$ cat config.mk
export PLATFORM = sky130hd
export DESIGN_NAME = squash_unit_l1_chain
export DESIGN_NICKNAME = d
export VERILOG_FILES = /design/src/rtl/squash_unit_l1_chain_pkg.sv /design/src/rtl/squash_unit_l1_chain_older_sel.sv /design/src/rtl/squash_unit_l1_chain.sv
export SDC_FILE = /design/constraint.sdc
export NUM_CORES = 1
export LEC_CHECK = 0
export CORE_MARGIN = 5
export CORE_UTILIZATION = 28
export DETAILED_ROUTE_END_ITERATION = 6
export PLACE_DENSITY = 0.88
export SYNTH_ARGS = -nofsm -noshare
export SYNTH_HDL_FRONTEND = slang
export SYNTH_HIERARCHICAL = 1
export SYNTH_SLANG_ARGS = --single-unit
export TNS_END_PERCENT = 20
$ cat constraint.sdc
create_clock -name clk_i -period 12.9 [get_ports clk_i]
set_input_delay 3.87 -clock clk_i [delete_from_list [all_inputs] [get_ports clk_i]]
set_output_delay 3.87 -clock clk_i [all_outputs]
set_load 0.02 [all_outputs]
$ cat src/rtl/squash_unit_l1_chain_pkg.sv
// rtl/squash_unit_l1_chain_pkg.sv - shared widths and message types for the L1 squash arbiter
package squash_unit_l1_chain_pkg;

  localparam int unsigned SEQ_NUM_BITS_DEF = 5;
  localparam int unsigned TARGET_BITS      = 32;
  localparam int unsigned WADDR_BITS       = 5;

  typedef struct packed {
    logic [SEQ_NUM_BITS_DEF-1:0] seq_num;
    logic [TARGET_BITS-1:0]      target;
  } squash_msg_t;

  typedef struct packed {
    logic [TARGET_BITS-1:0]      pc;
    logic [SEQ_NUM_BITS_DEF-1:0] seq_num;
    logic [WADDR_BITS-1:0]       waddr;
    logic [31:0]                 wdata;
    logic                        wen;
  } commit_msg_t;

endpackage

$ cat src/rtl/squash_unit_l1_chain_older_sel.sv
// rtl/squash_unit_l1_chain_older_sel.sv - picks the older of two squash notifications, A wins ties
module squash_older_sel
  import squash_unit_l1_chain_pkg::*;
#(
  parameter int unsigned p_seq_num_bits = SEQ_NUM_BITS_DEF
) (
  input  logic                      a_val_i,
  input  logic [p_seq_num_bits-1:0] a_seq_num_i,
  input  logic [TARGET_BITS-1:0]    a_target_i,
  input  logic                      b_val_i,
  input  logic [p_seq_num_bits-1:0] b_seq_num_i,
  input  logic [TARGET_BITS-1:0]    b_target_i,
  input  logic [p_seq_num_bits-1:0] last_commit_i,
  output logic                      val_o,
  output logic [p_seq_num_bits-1:0] seq_num_o,
  output logic [TARGET_BITS-1:0]    target_o
);

  logic [p_seq_num_bits-1:0] age_a;
  logic [p_seq_num_bits-1:0] age_b;
  logic                      take_b;

  // Distance past the last commit; modular subtraction absorbs wrap-around.
  assign age_a  = a_seq_num_i - last_commit_i - 1'b1;
  assign age_b  = b_seq_num_i - last_commit_i - 1'b1;
  assign take_b = b_val_i && (!a_val_i || (age_b < age_a));

  assign val_o     = a_val_i | b_val_i;
  assign seq_num_o = take_b ? b_seq_num_i : a_seq_num_i;
  assign target_o  = take_b ? b_target_i  : a_target_i;

endmodule

$ cat src/rtl/squash_unit_l1_chain.sv
// rtl/squash_unit_l1_chain.sv - L1 squash arbiter: forwards the oldest squash relative to the commit stream.
// Optional registered grant: SQUASH_UNIT_L1_CHAIN_GNT_REG_EN.
module squash_unit_l1_chain
  import squash_unit_l1_chain_pkg::*;
#(
  parameter int unsigned p_num_arb      = 2,
  parameter int unsigned p_seq_num_bits = SEQ_NUM_BITS_DEF
) (
  input  logic                                  clk_i,
  input  logic                                  rst_ni,
  input  logic [p_num_arb-1:0]                  arb_val_i,
  input  logic [p_num_arb*p_seq_num_bits-1:0]   arb_seq_num_i,
  input  logic [p_num_arb*TARGET_BITS-1:0]      arb_target_i,
  output logic                                  gnt_val_o,
  output logic [p_seq_num_bits-1:0]             gnt_seq_num_o,
  output logic [TARGET_BITS-1:0]                gnt_target_o,
  input  logic                                  commit_val_i,
  input  logic [p_seq_num_bits-1:0]             commit_seq_num_i,
  input  logic [TARGET_BITS-1:0]                commit_pc_i,
  input  logic [WADDR_BITS-1:0]                 commit_waddr_i,
  input  logic [31:0]                           commit_wdata_i,
  input  logic                                  commit_wen_i
);

  logic [p_seq_num_bits-1:0] last_commit_q, last_commit_d;

  logic                      win_val    [p_num_arb];
  logic [p_seq_num_bits-1:0] win_seq    [p_num_arb];
  logic [TARGET_BITS-1:0]    win_target [p_num_arb];

  logic                      sel_val;
  logic [p_seq_num_bits-1:0] sel_seq;
  logic [TARGET_BITS-1:0]    sel_target;

  logic unused_commit_payload;
  assign unused_commit_payload = ^{commit_pc_i, commit_waddr_i, commit_wdata_i, commit_wen_i};

  // All-ones after reset so that sequence number 0 is the oldest possible.
  always_comb begin
    last_commit_d = last_commit_q;
    if (commit_val_i) last_commit_d = commit_seq_num_i;
  end

  always_ff @(posedge clk_i or negedge rst_ni) begin
    if (!rst_ni) last_commit_q <= '1;
    else         last_commit_q <= last_commit_d;
  end

  assign win_val[0]    = arb_val_i[0];
  assign win_seq[0]    = arb_seq_num_i[p_seq_num_bits-1:0];
  assign win_target[0] = arb_target_i[TARGET_BITS-1:0];

  for (genvar i = 1; i < p_num_arb; i++) begin : g_chain
    squash_older_sel #(
      .p_seq_num_bits(p_seq_num_bits)
    ) u_sel (
      .a_val_i      (win_val[i-1]),
      .a_seq_num_i  (win_seq[i-1]),
      .a_target_i   (win_target[i-1]),
      .b_val_i      (arb_val_i[i]),
      .b_seq_num_i  (arb_seq_num_i[i*p_seq_num_bits +: p_seq_num_bits]),
      .b_target_i   (arb_target_i[i*TARGET_BITS +: TARGET_BITS]),
      .last_commit_i(last_commit_q),
      .val_o        (win_val[i]),
      .seq_num_o    (win_seq[i]),
      .target_o     (win_target[i])
    );
  end

  // The final stage's payload is zeroed when nothing is valid.
  assign sel_val    = win_val[p_num_arb-1];
  assign sel_seq    = sel_val ? win_seq[p_num_arb-1]    : '0;
  assign sel_target = sel_val ? win_target[p_num_arb-1] : '0;

`ifdef SQUASH_UNIT_L1_CHAIN_GNT_REG_EN
  logic                      gnt_val_q;
  logic [p_seq_num_bits-1:0] gnt_seq_q;
  logic [TARGET_BITS-1:0]    gnt_target_q;

  always_ff @(posedge clk_i or negedge rst_ni) begin
    if (!rst_ni) begin
      gnt_val_q    <= 1'b0;
      gnt_seq_q    <= '0;
      gnt_target_q <= '0;
    end else begin
      gnt_val_q    <= sel_val;
      gnt_seq_q    <= sel_seq;
      gnt_target_q <= sel_target;
    end
  end

  assign gnt_val_o     = gnt_val_q;
  assign gnt_seq_num_o = gnt_seq_q;
  assign gnt_target_o  = gnt_target_q;
`else
  assign gnt_val_o     = sel_val;
  assign gnt_seq_num_o = sel_seq;
  assign gnt_target_o  = sel_target;
`endif

endmodule

; ---- Word level (Yosys, flattened, before mapping)
; Index checks and enable logic that the tools add are counted.
[totals]
output_inout_bits = 38
elab_cells = 14
input_bits = 154
regBits = 5
[classes]
n_mux = 4
addsub = 4
n_lt_le_gt_ge = 1
bitwise_logic = 1
reduce_logical = 3
[op_table]
columns = operator, n
row1 = two-way mux 32 bit, 2
row2 = two-way mux 5 bit, 2
row3 = "subtractor 5 x 1 -> 5 bit, second input constant", 2
row4 = subtractor 5 bit, 2
row5 = < comparator 5 bit, 1
row6 = logical AND 1 bit, 1
row7 = zero test 1 bit, 1
row8 = logical OR 1 bit, 1
row9 = OR 1 bit, 1

; ---- Logic depth before layout (Yosys ltp)
; Gate-level depths: netlist of run 1.
[logic_depth]
word_depth = 7
depth_mapped = 15

; ---- Modules after synthesis
; Netlist of run 1, hierarchy kept.
[by_module_without_submodules]
columns = mod, area_per_inst_um2, seq_area_each_um2, instances, cells_each
row1 = squash_older_sel, 1002.2, 0.0, 1, 89
row2 = squash_unit_l1_chain, 480.5, 131.4, 1, 50

; ---- Worst setup path after synthesis of run 1
; Ideal clock, no wire load.
[synth_timing]
path_kind = input to output
startpoint = input arb_seq_num_i[5]
endpoint = output gnt_target_o[10]
n_path_buf = 2
t_arrival_ns = 6.327
setup_slack_ns = 2.703
path_stages = 14
cell_sequence = ha_1 -> inv_1 -> fa_1 -> inv_1 -> a21o_1 -> a21oi_1 -> xnor2_1 -> ha_1 -> a211oi_1 -> a32o_2 -> buf_6 -> buf_12 -> mux2_4 -> and2_2
[synth_rtl]
columns = item, line
row1 = "start, declared", squash_unit_l1_chain.sv:12  ; input logic [p_num_arb*p_seq_num_bits-1:0] arb_seq_num_i,
row2 = "end, declared", squash_unit_l1_chain.sv:16  ; output logic [TARGET_BITS-1:0] gnt_target_o,

==> qor.yml, run 1 <==
outcome:
  outcome: "completed"
place:
  place_ws_ns: 1.03
  dp_hpwl_mm: 3.93
  dp.cells: 324
  place_area_sq_um: 2720
  place_congestion: 0.751
  io_buffers: 121
synthesis:
  synthFlopType: "dfstp_2"
  synth_cell_types: 22
  syn-mean-instance-area_sq_um: 10.7
  syn_nets: 307
  ys_seq_area_frac: 0.0886
  ys_ff_latch: 5
  synth_edf_count: 0
  syn-cell-area_sq_um: 1480
  synthCells: 139
  synth_warnings: 6
  synth-async-reset-ratio: 1.00
critical_path:
  critPathRequiredTime_ns: 9.03
  worst-r2r-cell-count: 1
  critPathMaxFanout: 22
  r2r_slack_ns: 12.11
  crit_type: "in -> out"
  critPathLaunchType: "primary input"
  arrival_ns: 7.96
  endpoint_kind: "primary output"
detailed_routing:
  wl_per_cell_um: 14.2
  wirelength_mm: 4.65
  first_pass_iters: 2
  final_antenna_net_count: 0
  num_vias: 1408
  drcViolationCount: 0
  vias_per_cell: 4.29
  drt-initial-drc-count: 17
cells_and_area:
  largest_register_ffs: 5
  regMostFlops: "last_commit_q"
  reg_top3: "last_commit_q: 5 flops"
  final_common_cell: "clkdlybuf4s50_1"
  syn_to_final_growth_pct: 86.2
  design_area_sq_um: 2760
  final_cell_mix: "clkdlybuf4s50_1, and2_2, mux2_4"
  seqCellArea_sq_um: 131
  n_antenna_cell: 0
  multi_input_area_sq_um: 1220
  num-nets-final: 427
  fill_cells: 485
  drive_above_1_share: 0.345
  layout.cells.non_filler: 328
grt:
  grt.busiest_layer: "met2"
  antenna_found_initial: 0
  grt_remaining_overflow: 0
  grt_pass1_vias: 1409
  grt_pass1_wl_mm: 6.57
  met2_usage: 0.234
  globalRouteMet1Util: 0.135
  use_met3: 0.0259
  grt_max_degree: 39
  track_usage: 0.123
clocking:
  cts_num_sinks: 5
  cts_root_buffer: "clkbuf_8"
  clockBufferDepth: 2
  postCtsSetupBuffers: 0
  cts_buffers: 3
  ctsResizeCount: 0
  cts_max_level: 1
  tritoncts: "yes"
  clk_pin_slew_worst_paths_ns: 0.03
  holdBufCountCts: 0
  clock_latency_ns: 0.22
power:
  leakagePower_nw: 1.20
  power_density_nw_per_um2: 114
  ir_drop_uv: 78.1
run:
  cap_viol_max_count: 0
timing:
  fin_crit_ns: 11.83
  finalMaxSlewViolations: 0
  tns_ns: 0
  fin_crit_sh: 0.917
  setup_ws_ns: 1.07
  worstMarginPinSlew_ns: 0.627
  worst_slew_margin_rel: 0.582
  hold_violations: 0
  clock.fmax_mhz: 84.5
  setup_viol: 0
  fin_skew_ns: 0
  rsz0062_at_grt: "no"
floorplan:
  die-area_sq_um: 6850
  rows: 26
  fp.dieH_um: 82.8
  design.core.area_sq_um: 5140
  fp.dieW_um: 82.8
  pin_count: 192
  start_util: 0.288
min_path:
  hp-class: "reg -> reg"
  whs_path_depth: 1
## critical path, stage by stage
cell and delay, ns:
clkdlybuf4s50_1 0.48, ha_1 0.20, inv_1 0.07, fa_1 0.40
inv_1 0.08, a21o_1 0.11, a21oi_1 0.07, xnor2_1 0.13
ha_1 0.32, a211oi_1 0.24, a32o_2 0.62, buf_12 0.28
mux2_2 0.35, and2_2 0.18, clkdlybuf4s50_1 0.56
## through the flow
| stage | utilization | power (mW) | hold WS, ns |
|---|---|---|---|
| 2_1_floorplan | - | 0.207 | 0.602 |
| 3_3_place_gp | 0.528 | 0.285 | 0.607 |
| 3_5_place_dp | 0.528 | 0.290 | 0.611 |
| 4_1_cts | 0.537 | 0.320 | 0.616 |
| 5_1_grt | 0.537 | 0.337 | 0.619 |
| 6_report | 0.537 | 0.315 | 0.613 |
## layer usage
metal | up-vias | wire length, um
met5 | - | 0
met4 | 0 | 46
met3 | 4 | 500
met2 | 60 | 2450
met1 | 630 | 1650
li1 | 714 | -
## final cells by class
type,instances,area share
clock buffer,4,0.0163
inverter,11,0.0150
multi-input combinational,116,0.443
sequential,5,0.0476
tap,70,0.0317
timing repair buffer,122,0.446
## report_power, final
part | internal (mW) | switching, mW
Combinational | 0.160 | 0.107
Sequential | 0.0186 | 0.00130
Clock | 0.0212 | 0.00747
Total | 0.200 | 0.115
## kinds of logic after synthesis
group                    count (synthesis)  share of synthesized area
AND/OR/NAND/NOR                         39                      0.196
AO/OA/AOI/OAI                           13                     0.0625
XOR/XNOR                                 8                     0.0473
flip-flops                               5                     0.0886
adder cells (fa/ha/maj)                 14                      0.128
buffers and inverters                   18                     0.0861
multiplexers                            42                      0.392
## final timing paths
| check | start | endpoint |
|---|---|---|
| max | arb_seq_num_i[5] | gnt_seq_num_o[3] |
| max in group asynchronous | rst_ni | last_commit_q[0]$_DFFE_PN1P_ |
| min in group asynchronous | rst_ni | last_commit_q[1]$_DFFE_PN1P_ |
| min reg2reg | last_commit_q[3]$_DFFE_PN1P_ | last_commit_q[3]$_DFFE_PN1P_ |
| max reg2reg | last_commit_q[1]$_DFFE_PN1P_ | last_commit_q[1]$_DFFE_PN1P_ |
| min | last_commit_q[3]$_DFFE_PN1P_ | last_commit_q[3]$_DFFE_PN1P_ |
## synth_stat cells (2+ instances only)
library cell	instances	share of area
clkbuf_2	3	0.010
mux2_4	29	0.29
and2_2	37	0.19
mux2_2	12	0.091
xnor2_1	5	0.030
inv_1	11	0.028
a21oi_1	4	0.014
buf_12	3	0.041
fa_1	2	0.027
a21o_1	4	0.020
ha_1	12	0.10
xor2_1	3	0.018
dfstp_2	5	0.089
Note: power is estimated with default switching activity, not from simulation.
==> run 2: changes to the inputs <==
CORE_AREA = 5 5 72 74   (was not set)
CORE_MARGIN = not set   (was 5)
CORE_UTILIZATION = not set   (was 28)
DIE_AREA = 0 0 77 79   (was not set)
DONT_BUFFER_PORTS = 1   (was not set)
PLACE_DENSITY = not set   (was 0.88)
==> run 2 against run 1 <==
- non-clock buffer count is 121 lower
- clock skew stayed put
- cell area is 45% lower
- combinational power is 29% lower
- critical path depth is 2 lower
- core utilization is 20 points lower
- clock-buffer cell count stayed put
- wire length is 14% lower
- cell count is 42% lower
- critical path type unchanged
- largest power group unchanged
==> qor.yml, run 2 (same netlist as run 1, synthesis figures left out) <==
cells_and_area:
  multi_input_area_sq_um: 1220  # unchanged
  largest_register_ffs: 5  # unchanged
  design_area_sq_um: 1520  # -45%
  drive_above_1_share: 0.650  # +0.305
  reg_top3: "last_commit_q: 5 flops"
  num-nets-final: 306  # -28%
  regMostFlops: "last_commit_q"
  fill_cells: 465  # -4.1%
  seqCellArea_sq_um: 131  # unchanged
  final_cell_mix: "and2_2, mux2_4, mux2_2, ha_1, inv_1"
  final_common_cell: "and2_2"
  syn_to_final_growth_pct: 2.28
  layout.cells.non_filler: 191  # -42%
  n_antenna_cell: 0  # unchanged
place:
  place_congestion: 0.783  # +4.3%
  io_buffers: 0  # -100%
  place_ws_ns: 1.91  # +0.879 ns
  place_area_sq_um: 1470  # -46%
  dp.cells: 187  # -42%
  dp_hpwl_mm: 3.47  # -12%
critical_path:
  cp_slowest_cell: "a32o_2"
  endpoint_kind: "primary output"
  critPathRequiredTime_ns: 9.03  # about the same
  critPathLaunchType: "primary input"
  critPathMaxFanout: 23  # +4.5%
  crit_chain: "ha_1 -> inv_1 -> fa_1 -> inv_1 -> a21o_1 -> a21oi_1 -> xnor2_1 -> ha_1 -> a211oi_1 -> a32o_2 -> buf_4 -> mux2_2 -> and2_2"
  crit_family: "compound AO/OA/AOI/OAI gates"
  crit_type: "in -> out"
  arrival_ns: 7.10  # -0.86 ns
  max_stage_delay_ns: 0.57  # -0.05 ns
  crit_buf_inv: 3  # -2
floorplan:
  fp.dieH_um: 79  # -4.6%
  die-area_sq_um: 6080  # -11%
  start_util: 0.327  # +0.0384
  pin_count: 192  # unchanged
  design.core.area_sq_um: 4540  # -12%
  fp.dieW_um: 77  # -7.0%
  rows: 25  # -3.8%
timing:
  fin_crit_ns: 10.97  # -0.865 ns
  fin_crit_sh: 0.850  # -0.0671
  hold_violations: 0  # unchanged
  clock.fmax_mhz: 91.2  # +7.9%
  setup_ws_ns: 1.93  # +0.865 ns
  finalMaxSlewViolations: 0  # unchanged
  fin_skew_ns: 0  # unchanged
  worstMarginPinSlew_ns: 0.596  # -0.0304 ns
  worst_slew_margin_rel: 0.603  # +0.0203
  rsz0062_at_grt: "no"
  setup_viol: 0  # unchanged
  tns_ns: 0  # unchanged
run:
  cap_viol_max_count: 0  # unchanged
clocking:
  postCtsSetupBuffers: 0  # unchanged
  cts_num_sinks: 5  # unchanged
  holdBufCountCts: 0  # unchanged
  clk_pin_slew_worst_paths_ns: 0.04  # about the same
  cts_max_level: 1  # unchanged
  cts_root_buffer: "clkbuf_8"
  tritoncts: "yes"
  ctsResizeCount: 0  # unchanged
  cts_buffers: 3  # unchanged
  clock_latency_ns: 0.22  # about the same
  clockBufferDepth: 2  # unchanged
power:
  power_density_nw_per_um2: 158  # +38%
  leakagePower_nw: 0.726  # -39%
  ir_drop_uv: 105  # +35%
  p_total_uw: 239  # -24%
detailed_routing:
  final_antenna_net_count: 0  # unchanged
  first_pass_iters: 4  # +2
  vias_per_cell: 5.37  # +25%
  wl_per_cell_um: 20.9  # +48%
  wirelength_mm: 4.00  # -14%
  num_vias: 1025  # -27%
  drcViolationCount: 0  # unchanged
  drt-initial-drc-count: 13  # -4
grt:
  grt_max_degree: 39  # unchanged
  grt_remaining_overflow: 0  # unchanged
  grt_pass1_wl_mm: 5.90  # -10%
  track_usage: 0.121  # -0.00176
  grt_pass1_vias: 1113  # -21%
  antenna_found_initial: 0  # unchanged
outcome:
  outcome: "completed"
min_path:
  hp-class: "reg -> reg"
## run 2: cell count changes in the layout (fill, tap and decap cells not counted), sizes merged
cell and delta:
clkdlybuf4s50 -121
## run 2: area by class of cell
cell class,count,area share
inverter,11,0.0272
tap,54,0.0446
multi-input combinational,116,0.807
sequential,5,0.0866
timing repair buffer,1,0.00495
clock buffer,4,0.0297
## run 2: path summary, 6_finish.rpt
| kind | from | endpoint | slack (ns) | cells past startpoint |
|---|---|---|---|---|
| worst min-delay path | last_commit_q[3]$_DFFE_PN1P_ | last_commit_q[3]$_DFFE_PN1P_ | 0.61 | 1 |
| worst max-delay path | arb_seq_num_i[5] | gnt_target_o[31] | 1.93 | 13 |
| min in group asynchronous | rst_ni | last_commit_q[4]$_DFFE_PN1P_ | 3.49 | 0 |
| max in group asynchronous | rst_ni | last_commit_q[1]$_DFFE_PN1P_ | 9.39 | 0 |
| worst min register to register | last_commit_q[3]$_DFFE_PN1P_ | last_commit_q[3]$_DFFE_PN1P_ | 0.61 | 1 |
| worst max register to register | last_commit_q[1]$_DFFE_PN1P_ | last_commit_q[1]$_DFFE_PN1P_ | 12.10 | 1 |
## run 2: through the flow
step / util / hold WS (ns)
2_1_floorplan: - / 0.602
3_3_place_gp: 0.324 / 0.607
3_5_place_dp: 0.324 / 0.610
4_1_cts: 0.334 / 0.615
5_1_grt: 0.334 / 0.636
6_report: 0.334 / 0.612
## run 2: power breakdown
part	total (mW)	switching (mW)	internal, mW
combinational	0.190	0.0972	0.0929
sequential	0.0199	0.00135	0.0186
clock	0.0288	0.00760	0.0212
## run 2: routing by layer
| layer | part of all wire | global-route usage | vias up |
|---|---|---|---|
| met5 | 0 | 0 | - |
| met4 | 0.013 | 0.0344 | 0 |
| met3 | 0.17 | 0.0726 | 6 |
| met2 | 0.48 | 0.209 | 80 |
| met1 | 0.34 | 0.123 | 467 |
| li1 | - | - | 472 |
==> run 3: changes to the inputs <==
PLACE_DENSITY = 0.58   (was not set)
==> run 3 against run 2 <==
- critical path type unchanged
- register-to-register slack barely moved
- critical path depth did not move
- non-clock buffer count did not move
- first-iteration DRC count rose by 38%
- via count fell by 3.0%
- wire length fell by 6.5%
- fmax barely moved
- cell area did not move
- clock skew did not move
- clock-buffer cell count did not move
==> qor.yml, run 3 (same netlist as run 1, synthesis figures left out) <==
power:
  leakagePower_nw: 0.726  # unchanged
  p_total_uw: 234  # -2.1%
  ir_drop_uv: 82.7  # -21%
  power_density_nw_per_um2: 154  # -2.1%
outcome:
  outcome: "completed"
clocking:
  clockBufferDepth: 2  # unchanged
  cts_num_sinks: 5  # unchanged
  holdBufCountCts: 0  # unchanged
  clock_latency_ns: 0.22  # about the same
  postCtsSetupBuffers: 0  # unchanged
  cts_buffers: 3  # unchanged
  cts_max_level: 1  # unchanged
  cts_root_buffer: "clkbuf_8"
  ctsResizeCount: 0  # unchanged
  clk_pin_slew_worst_paths_ns: 0.03  # about the same
  tritoncts: "yes"
floorplan:
  fp.dieW_um: 77  # unchanged
  rows: 25  # unchanged
  start_util: 0.327  # unchanged
  die-area_sq_um: 6080  # unchanged
  pin_count: 192  # unchanged
  fp.dieH_um: 79  # unchanged
  design.core.area_sq_um: 4540  # unchanged
place:
  place_ws_ns: 1.90  # -0.00306 ns
  place_congestion: 0.742  # -5.2%
  dp_hpwl_mm: 3.30  # -5.0%
  io_buffers: 0  # unchanged
  dp.cells: 187  # unchanged
  place_area_sq_um: 1470  # unchanged
cells_and_area:
  final_common_cell: "and2_2"
  regMostFlops: "last_commit_q"
  seqCellArea_sq_um: 131  # unchanged
  largest_register_ffs: 5  # unchanged
  syn_to_final_growth_pct: 2.28  # unchanged
  reg_top3: "last_commit_q: 5 flops"
  multi_input_area_sq_um: 1220  # unchanged
  final_cell_mix: "and2_2, mux2_4, mux2_2, ha_1, inv_1"
  design_area_sq_um: 1520  # unchanged
  drive_above_1_share: 0.650  # unchanged
  n_antenna_cell: 0  # unchanged
  fill_cells: 471  # +1.3%
  num-nets-final: 306  # unchanged
  layout.cells.non_filler: 191  # unchanged
grt:
  track_usage: 0.115  # -0.00555
  grt_max_degree: 39  # unchanged
  antenna_found_initial: 0  # unchanged
  grt_pass1_vias: 1075  # -3.4%
  grt_remaining_overflow: 0  # unchanged
  grt_pass1_wl_mm: 5.72  # -3.0%
timing:
  clock.fmax_mhz: 91.2  # about the same
  fin_skew_ns: 0  # unchanged
  tns_ns: 0  # unchanged
  setup_viol: 0  # unchanged
  worst_slew_margin_rel: 0.617  # +0.0145
  fin_crit_sh: 0.850  # about the same
  setup_ws_ns: 1.94  # +0.00832 ns
  worstMarginPinSlew_ns: 0.575  # -0.0217 ns
  finalMaxSlewViolations: 0  # unchanged
  rsz0062_at_grt: "no"
  fin_crit_ns: 10.96  # -0.00832 ns
  hold_violations: 0  # unchanged
critical_path:
  r2r_end: "last_commit_q[1]$_DFFE_PN1P_"
  endpoint_kind: "primary output"
  critPathRequiredTime_ns: 9.03  # about the same
  r2r_start: "last_commit_q[1]$_DFFE_PN1P_"
  cp_slowest_cell: "a32o_2"
  arrival_ns: 7.09  # about the same
  critPathMaxFanout: 23  # unchanged
  crit_chain: "ha_1 -> inv_1 -> fa_1 -> inv_1 -> a21o_1 -> a21oi_1 -> xnor2_1 -> ha_1 -> a211oi_1 -> a32o_2 -> buf_4 -> mux2_2 -> and2_2"
  max_stage_delay_ns: 0.56  # about the same
  crit_family: "compound AO/OA/AOI/OAI gates"
  r2r_slack_ns: 12.10  # about the same
  crit_type: "in -> out"
  worst-r2r-cell-count: 1  # unchanged
  critPathLaunchType: "primary input"
  crit_buf_inv: 3  # unchanged
detailed_routing:
  wirelength_mm: 3.74  # -6.5%
  num_vias: 994  # -3.0%
  first_pass_iters: 4  # unchanged
  drcViolationCount: 0  # unchanged
  wl_per_cell_um: 19.6  # -6.5%
  drt-initial-drc-count: 18  # +5
  vias_per_cell: 5.20  # -3.0%
  final_antenna_net_count: 0  # unchanged
min_path:
  hp-class: "reg -> reg"
  hold_end: "last_commit_q[3]$_DFFE_PN1P_"
  min-delay-start: "last_commit_q[3]$_DFFE_PN1P_"
  whs_path_depth: 1  # unchanged
run:
  cap_viol_max_count: 0  # unchanged
run 3: cell counts in the layout (fill, tap and decap cells not counted):
No cell type changed its count.
run 3: metrics by stage:
step / util / hold slack (ns)
final: 0.334 / 0.612
after global routing: 0.334 / 0.627
after CTS: 0.334 / 0.614
after detailed placement: 0.324 / 0.610
after global placement: 0.324 / 0.606
after floorplan: - / 0.602
run 3: final cells by class:
cell class / instances / area share
timing repair buffer: 1 / 0.00495
tap: 54 / 0.0446
sequential: 5 / 0.0866
clock buffer: 4 / 0.0297
multi-input combinational: 116 / 0.807
inverter: 11 / 0.0272
run 3: how the worst max path moves through the flow:
stage                     slack (ns)              from                to  cells after the start
final                           1.94  arb_seq_num_i[5]   gnt_target_o[0]                     13
after CTS                       1.91  arb_seq_num_i[5]   gnt_target_o[0]                     13
after global placement          2.02  arb_seq_num_i[5]   gnt_target_o[0]                     13
after global routing            1.68  arb_seq_num_i[5]   gnt_target_o[0]                     13
after floorplan                 2.70  arb_seq_num_i[5]  gnt_target_o[10]                     14
after detailed placement        1.90  arb_seq_num_i[5]   gnt_target_o[0]                     13
run 3: routing by layer:
layer | up-vias | track usage | wire, um | part of all wire
met5 | - | 0 | 0 | 0
met4 | 0 | 0.0309 | 31 | 0.0083
met3 | 4 | 0.0499 | 504 | 0.13
met2 | 73 | 0.222 | 1990 | 0.53
met1 | 443 | 0.111 | 1220 | 0.33
li1 | 474 | - | - | -
run 3: power breakdown:
| group | switching (mW) | total [mW] | internal [mW] |
|---|---|---|---|
| Combinational | 0.0930 | 0.186 | 0.0926 |
| Sequential | 0.00135 | 0.0199 | 0.0186 |
| Clock | 0.00707 | 0.0282 | 0.0212 |
